File: src/rtl/proc_sequencer_pkg.sv
// Shared definitions for the instruction sequencer: opcodes, watchdog limit,
// FSM state encoding and a small opcode extraction helper.
package proc_sequencer_pkg;

    // Opcodes the sequencer itself has to recognise (low nibble of a word).
    localparam logic [3:0] OP_MVI  = 4'b0001;
    localparam logic [3:0] OP_HALT = 4'b1111;

    // Number of consecutive EXEC cycles without Done before giving up.
    localparam int WDOG_LIMIT = 7;
    localparam int WDOG_W     = $clog2(WDOG_LIMIT + 1);

    typedef enum logic [3:0] {
        S_IDLE      = 4'd0,
        S_FETCH     = 4'd1,
        S_DECODE    = 4'd2,
        S_FETCH_IMM = 4'd3,
        S_LOAD_IMM  = 4'd4,
        S_ISSUE     = 4'd5,
        S_EXEC      = 4'd6,
        S_HALTED    = 4'd7,
        S_ERROR     = 4'd8
    } state_t;

    // Opcode field of an instruction word.
    function automatic logic [3:0] opcode_of(input logic [15:0] word);
        return word[3:0];
    endfunction

endpackage

File: src/rtl/proc_sequencer_if.sv
// Bus between the sequencer, its instruction ROM and the processor it drives.
interface proc_sequencer_if;

    logic [7:0]  imem_addr;  // ROM word address
    logic [15:0] imem_data;  // ROM data, one cycle after imem_addr
    logic [15:0] DIN;        // instruction / immediate word to processor
    logic        Run;        // processor enable
    logic        Done;       // processor instruction complete (combinational)

    // Sequencer side.
    modport master (
        output imem_addr,
        output DIN,
        output Run,
        input  imem_data,
        input  Done
    );

    // ROM / processor side.
    modport slave (
        input  imem_addr,
        input  DIN,
        input  Run,
        output imem_data,
        output Done
    );

endinterface

File: src/rtl/proc_sequencer.sv
// Instruction sequencer: fetches words from a synchronous ROM, fetches the
// immediate for mvi, feeds the processor through DIN/Run, counts completed
// instructions and traps processors that never raise Done.
module proc_sequencer
    import proc_sequencer_pkg::*;
(
    input  logic                   Clock,
    input  logic                   Resetn,
    input  logic                   Start,
    proc_sequencer_if.master       bus,
    output logic                   Busy,
    output logic                   Halted,
    output logic                   Error,
    output logic [15:0]            instr_count
);

    state_t              state_q, state_d;
    logic [7:0]          pc_q, pc_d;
    logic [15:0]         instr_q, instr_d;
    logic [15:0]         imm_q, imm_d;
    logic [WDOG_W-1:0]   wdog_q, wdog_d;
    logic [15:0]         count_q, count_d;

    logic                run;
    logic                busy;
    logic                halted;
    logic                error;
    logic [15:0]         din;

    // State and datapath registers; reset drops everything (and Run) at once.
    always_ff @(posedge Clock or negedge Resetn) begin
        if (!Resetn) begin
            state_q <= S_IDLE;
            pc_q    <= '0;
            instr_q <= '0;
            imm_q   <= '0;
            wdog_q  <= '0;
            count_q <= '0;
        end else begin
            state_q <= state_d;
            pc_q    <= pc_d;
            instr_q <= instr_d;
            imm_q   <= imm_d;
            wdog_q  <= wdog_d;
            count_q <= count_d;
        end
    end

    // Next-state, datapath updates and status outputs.
    always_comb begin
        state_d = state_q;
        pc_d    = pc_q;
        instr_d = instr_q;
        imm_d   = imm_q;
        wdog_d  = wdog_q;
        count_d = count_q;
        run     = 1'b0;
        busy    = 1'b0;
        halted  = 1'b0;
        error   = 1'b0;

        case (state_q)
            S_IDLE: begin
                if (Start) begin
                    state_d = S_FETCH;
                    pc_d    = '0;
                    count_d = '0;
                end
            end
            S_FETCH: begin
                // Address is already on the bus; data arrives next cycle.
                busy    = 1'b1;
                state_d = S_DECODE;
            end
            S_DECODE: begin
                busy    = 1'b1;
                instr_d = bus.imem_data;
                pc_d    = pc_q + 8'd1;
                if (opcode_of(bus.imem_data) == OP_HALT) begin
                    state_d = S_HALTED;
                end else if (opcode_of(bus.imem_data) == OP_MVI) begin
                    state_d = S_FETCH_IMM;
                end else begin
                    state_d = S_ISSUE;
                end
            end
            S_FETCH_IMM: begin
                busy    = 1'b1;
                state_d = S_LOAD_IMM;
            end
            S_LOAD_IMM: begin
                busy    = 1'b1;
                imm_d   = bus.imem_data;
                pc_d    = pc_q + 8'd1;
                state_d = S_ISSUE;
            end
            S_ISSUE: begin
                // Processor loads its IR here; Done is not looked at yet.
                busy    = 1'b1;
                run     = 1'b1;
                wdog_d  = '0;
                state_d = S_EXEC;
            end
            S_EXEC: begin
                busy = 1'b1;
                run  = 1'b1;
                if (bus.Done) begin
                    count_d = count_q + 16'd1;
                    state_d = S_FETCH;
                end else if (wdog_q == WDOG_W'(WDOG_LIMIT - 1)) begin
                    state_d = S_ERROR;
                end else begin
                    wdog_d = wdog_q + 1'b1;
                end
            end
            S_HALTED: begin
                halted = 1'b1;
                if (Start) begin
                    state_d = S_FETCH;
                    pc_d    = '0;
                    count_d = '0;
                end
            end
            S_ERROR: begin
                // Only a reset gets out of here.
                error = 1'b1;
            end
            default: begin
                state_d = S_IDLE;
            end
        endcase

        // During EXEC of an mvi the processor wants the immediate, otherwise
        // the instruction word; DIN is quiet whenever the processor is idle.
        din = '0;
        if (run) begin
            if (state_q == S_EXEC && opcode_of(instr_q) == OP_MVI) begin
                din = imm_q;
            end else begin
                din = instr_q;
            end
        end
    end

    assign bus.imem_addr = pc_q;
    assign bus.DIN       = din;
    assign bus.Run       = run;
    assign Busy          = busy;
    assign Halted        = halted;
    assign Error         = error;
    assign instr_count   = count_q;

endmodule
File: src/flat_wrapper.sv
// flat-port wrapper written by rule: the top's interface ports become plain ports
module proc_sequencer_flat import proc_sequencer_pkg::*;
  (Clock, Resetn, Start, Busy, Halted, Error, instr_count, bus_imem_addr, bus_DIN, bus_Run, bus_imem_data, bus_Done);
  proc_sequencer_if bus_i ();
  input  logic Clock;
  input  logic Resetn;
  input  logic Start;
  output logic Busy;
  output logic Halted;
  output logic Error;
  output logic [15:0] instr_count;
  output wire logic [$bits(bus_i.imem_addr)-1:0] bus_imem_addr;
  output wire logic [$bits(bus_i.DIN)-1:0] bus_DIN;
  output wire logic [$bits(bus_i.Run)-1:0] bus_Run;
  input wire logic [$bits(bus_i.imem_data)-1:0] bus_imem_data;
  input wire logic [$bits(bus_i.Done)-1:0] bus_Done;
  assign bus_imem_addr = bus_i.imem_addr;
  assign bus_DIN = bus_i.DIN;
  assign bus_Run = bus_i.Run;
  assign bus_i.imem_data = bus_imem_data;
  assign bus_i.Done = bus_Done;
  proc_sequencer u_core (.Clock(Clock), .Resetn(Resetn), .Start(Start), .bus(bus_i), .Busy(Busy), .Halted(Halted), .Error(Error), .instr_count(instr_count));
endmodule
File: config.mk
export PLATFORM = sky130hd
export DESIGN_NAME = proc_sequencer_flat
export DESIGN_NICKNAME = d
export VERILOG_FILES = /design/src/rtl/proc_sequencer_pkg.sv /design/src/rtl/proc_sequencer_if.sv /design/src/rtl/proc_sequencer.sv /design/src/flat_wrapper.sv
export SDC_FILE = /design/constraint.sdc
export NUM_CORES = 1
export LEC_CHECK = 0
export ABC_CLOCK_PERIOD_IN_PS = 4100
export BUFFER_PORTS_ARGS = -buffer_cell sky130_fd_sc_hd__clkbuf_2
export CAP_MARGIN = 20
export CORE_MARGIN = 2
export CORE_UTILIZATION = 59
export DETAILED_ROUTE_END_ITERATION = 6
export GPL_ROUTABILITY_DRIVEN = 1
export PLACE_DENSITY = 0.87
export SLEW_MARGIN = 10
export SYNTH_ARGS = -nofsm -noshare
export SYNTH_HDL_FRONTEND = slang
export SYNTH_SLANG_ARGS = --single-unit
File: constraint.sdc
create_clock -name Clock -period 4.1 [get_ports Clock]
set_clock_uncertainty 0.1 [all_clocks]
set_input_delay 0.41 -clock Clock [delete_from_list [all_inputs] [get_ports Clock]]
set_output_delay 0.41 -clock Clock [all_outputs]
set_load 0.03 [all_outputs]
== Word-level counts from Yosys, hierarchy flattened ==
Index checks and enable logic that the tools add are counted.

* Multiplexer cells: 20
* Reductions and logical operators: 13
* Bitwise logic cells: 1
* Eq/ne operators: 17
* Add/sub/neg operators: 3

{| class="wikitable"
|+ Operators by type and width
! operator !! number
|-
| two-way mux 16 bit || 4
|-
| one-hot mux 16 bit (2 select lines) || 1
|-
| one-hot mux 4 bit (8 select lines) || 1
|-
| adder 16 x 1 -> 16 bit, second input constant || 1
|-
| == test 4 x 3 -> 1 bit, second input constant || 4
|-
| two-way mux 4 bit || 4
|-
| one-hot mux 8 bit (2 select lines) || 1
|-
| == test 4 x 1 -> 1 bit, second input constant || 3
|-
| two-way mux 3 bit || 3
|-
| AND reduction 3 bit || 3
|-
| adder 8 x 1 -> 8 bit, second input constant || 1
|-
| == test 4 x 2 -> 1 bit, second input constant || 2
|-
| == test 4 bit, second input constant || 2
|-
| two-way mux 8 bit || 1
|-
| inequality test 2 bit, second input constant || 3
|-
| one-hot mux 3 bit (2 select lines) || 1
|-
| nonzero test 2 bit || 3
|-
| OR reduction 2 bit || 3
|-
| OR reduction 6 bit || 1
|-
| zero test 4 bit || 1
|-
| two-way mux 1 bit || 4
|-
| adder 3 x 1 -> 3 bit, second input constant || 1
|-
| == test 3 bit, second input constant || 1
|-
| inequality test 3 x 2 -> 1 bit, second input constant || 1
|-
| other kinds (4) || 4
|}

* Register bits after elaboration: 63

== Logic depth before layout (Yosys ltp) ==
* Depth in word-level cells: 4
* Depth in mapped cells: 7
* Gate-level depth less buffers: 5

== Worst setup path before layout ==
No wires, ideal clock.

* Path type: reg2out
* Start: register u_core.state_q[3]
* End: output bus_DIN[10]
* Slack: 1.801 ns
* Cell stages (with the launch flop): 8
* Buffers on the path: 3
* Arrival: 1.789 ns
* Cell sequence: dfrtp_1 -> buf_2 -> and4bb_2 -> and2_1 -> buf_2 -> buf_2 -> nand2_1 -> a21oi_1

* Longest elaborated chain between the ends: 4

{| class="wikitable"
|+ Ends and longest elaborated chain
! what !! line !! text
|-
| start, declared || proc_sequencer.sv:17 || <nowiki>state_t state_q, state_d;</nowiki>
|-
| start signal, assigned || proc_sequencer.sv:40 || <nowiki>state_q <= state_d;</nowiki>
|-
| == test 4 x 3 -> 1 bit, on equally long branches || proc_sequencer.sv:62, proc_sequencer.sv:137 ||
|-
| OR reduction 2 bit (no source line) or logical AND 1 bit (tied branches) || n/a ||
|-
| two-way mux 1 bit or two-way mux 16 bit (tied branches) || proc_sequencer.sv:62, proc_sequencer.sv:137 ||
|-
| two-way mux 16 bit * || proc_sequencer.sv:136 || <nowiki>if (run) begin</nowiki>
|-
| end, declared || flat_wrapper.sv:13 || <nowiki>output wire logic [$bits(bus_i.DIN)-1:0] bus_DIN;</nowiki>
|}

Every way passes the cells marked *; elsewhere a longest branch is shown, timed or not.

== Worst setup path in the final report ==
* Start: register u_core.state_q[3]
* End: output bus_DIN[12]

Same word-level chain as after synthesis.

==> impl_metrics.csv <==
group,metric,value,unit
critical_path,endpoint_kind,"output pin",
yosys,synth.avg_cell_area,10.2,sq um
cells_and_area,drive_gt1_frac,0.314,
run,cap_viol_max_count,0,
critical_path,crit_path_top_delay_cell,"dfrtp_1",
critical_path,critical-path-top-delay-family,"simple AND/OR/NAND/NOR gates",
critical_path,cp-endpoint,"bus_DIN[12]",
timing,finalHoldViolCount,0,
power_and_ir_drop,power,2.81,mW
clock_tree,cts_htree_levels,3,
detailed_routing,num_vias,2768,
yosys,yosysTopAreaCell,"dfrtp_1",
floorplanning,die_w,78.9,um
detailed_routing,drcViolationCount,0,
grt,grt_pass1_vias,2584,
timing,relSlewSlack,0.506,
grt,grt_max_degree,38,
power_and_ir_drop,leakage,1.82,nW
cells_and_area,nets,409,
grt,grt_first_pass_wirelength,12.3,mm
clock_tree,cts_resized,0,
yosys,netlist_area,3310,sq um
cells_and_area,layout_common_cells,"clkbuf_2 (63), dfrtp_1 (63), nand2_1 (48)",
critical_path,critPathBufInv,1,
critical_path,path_cells,"and4bb_2 > and2_1 > nand2_1 > a21oi_1 > clkbuf_2",
clock_tree,hold_buffers,0,
critical_path,worstPathArrival,2380,ps
timing,period_needed,2890,ps
min_path,hp-class,"input port to asynchronous set/reset pin",
critical_path,worst-setup-path-type,"flip-flop to output pin",
place,io_buffer_count,63,
detailed_routing,antenna_left,0,
yosys,synth_top_area_share,0.477,
yosys,synthTopCellsByArea,"dfrtp_1 (48%), mux2_2 (11%), nand2_1 (5.5%), a21oi_1 (3.8%), o21ai_0 (1.8%)",
floorplanning,io_pins,64,
place,routabilityCongestion,0.821,
yosys,syn_nets,347,
detailed_routing,first_iter_violations,194,
clock_tree,cts_tree,"done",
yosys,synth_edf_count,0,
floorplanning,fp.dieH,78.9,um
floorplanning,rows,27,
run_status,status,"complete, no violations",
floorplanning,die_area,6220,sq um
clock_tree,cts_buffers,9,
clock_tree,clock-sinks,63,
timing,post-route-period-util,0.705,
grt,grt.total_usage,0.254,
place,dp_hpwl,4.98,mm
critical_path,rr_worst_depth,4,
critical_path,r2r-end,"u_core.instr_count[10]",
detailed_routing,totalWireLength,7.38,mm
timing,fmax,0.346,GHz
yosys,synthArstFlopShare,1.00,
critical_path,required,3590,ps
yosys,ys_ff_latch,63,
grt,grt_antenna_before_repair,0,
yosys,syn_inst,323,
clock_tree,clk_pin_slew,70,ps
timing,grt_setup_unrepaired,"no",
detailed_routing,vias_per_cell,6.00,
clock_tree,post-cts-setup-buffers,0,
timing,worstMarginPinSlew,742,ps
yosys,ys_seq_area_frac,0.477,
detailed_routing,firstDrtPassIters,4,
timing,setup_violations,0,
clock_tree,clock_path_buffers,2,
critical_path,cp_num_cells,5,
clock_tree,clk_latency,340,ps
critical_path,cp_slowest_stage_delay,570,ps
floorplanning,initial_core_util,0.604,
yosys,synthFlopType,"dfrtp_1",
critical_path,critical_path.startpoint,"u_core.state_q[3]",
critical_path,cp_max_fo,18,
power_and_ir_drop,vdd.ir_drop.worst,0.430,mV
cells_and_area,num_antenna_cells,0,
power_and_ir_drop,p_per_area,728,nW/um^2
critical_path,cp-start-kind,"flip-flop",
timing,slew_violations,0,
cells_and_area,area_delta_synth_final,16.8,%
floorplanning,core-area,5470,sq um
grt,grt_overflow,0,
critical_path,r2r_slack,1830,ps
timing,fin_setup_tns,0,ps
yosys,yosys.cell_types.count,52,
clock_tree,clock-root-buffer,"clkbuf_8",
critical_path,rr_startpoint,"u_core.state_q[3]",
yosys,yosys_warnings,0,
detailed_routing,wl_per_cell,16.0,um
power breakdown:
| group | switching (mW) | internal [mW] | total, mW |
|---|---|---|---|
| Clock | 0.238 | 0.344 | 0.582 |
| Sequential | 0.238 | 0.849 | 1.09 |
| Combinational | 0.670 | 0.473 | 1.14 |
| Total | 1.15 | 1.67 | 2.81 |
synthesized netlist by cell type, drive strengths merged (3+ instances only):
master and number:
nand3 12, a22o 3, and2 3, o211a 3, dfrtp 63, a31oi 3
nand4 7, nor4b 3, buf 13, o21ai 14, or4 3, nor3 7
nor2b 4, o22ai 3, and3 6, clkbuf 3, a21oi 26, o31ai 3
inv 6, or3 5, nor2 15, a21o 3, ha 4, mux2i 5
nand2 48, mux2 32, o211ai 3
sequential cells by signal (all words and copies together), names as in the netlist:
register	flops
u_core.instr_q	16
u_core.bus.imem_addr	8
u_core.instr_count	16
u_core.state_q	4
u_core.imm_q	16
u_core.wdog_q	3
routing by layer:
layer  vias to the layer above  part of all wire  GRT usage
met1                      1355              0.45      0.324
li1                       1308                 -          -
met2                        91              0.48      0.408
met5                         -                 0          0
met3                        14             0.059     0.0739
met4                         0             0.014      0.105
cell type report:
| type | count | area (sq um) |
|---|---|---|
| clock inverters | 2 | 37.5 |
| clock buffers | 13 | 179 |
| multi-input cells | 238 | 1610 |
| repair buffers | 67 | 345 |
| inverters | 6 | 22.5 |
| flip-flops and latches | 63 | 1580 |
| fillers | 434 | 1610 |
| well taps | 72 | 90.1 |
how the worst min path moves through the flow:
stage / from / to / slack (ps) / depth (start not counted)
floorplan: Resetn / u_core.bus.imem_addr[0] / 10 / 0
global placement: Resetn / u_core.bus.imem_addr[7] / 370 / 1
detailed placement: Resetn / u_core.bus.imem_addr[7] / 380 / 1
CTS: Resetn / u_core.bus.imem_addr[7] / 20 / 1
global route: Resetn / u_core.bus.imem_addr[7] / 50 / 1
finish: Resetn / u_core.bus.imem_addr[7] / 8 / 1
stage by stage:
step	cell area (sq um)	worst slack, ps	util	hold WS [ps]	cells
after floorplan	3310	1800	-	14.4	323
after global placement	3640	1620	0.666	375	446
after detailed placement	3640	1560	0.666	384	446
after CTS	3860	1180	0.706	17.9	461
after global routing	3860	951	0.706	52.8	461
final	3860	1210	0.706	8.08	461
logic make-up (layout without fill, tap and decap cells):
family,Yosys count,after routing,synth area share
buffers and inverters,22,88,0.0378
AO/OA/AOI/OAI,74,74,0.149
AND/OR/NAND/NOR,123,123,0.197
adder cells (fa/ha/maj),4,4,0.0151
flip-flops,63,63,0.477
multiplexers,37,37,0.124
Note: power is estimated with default switching activity, not from simulation.
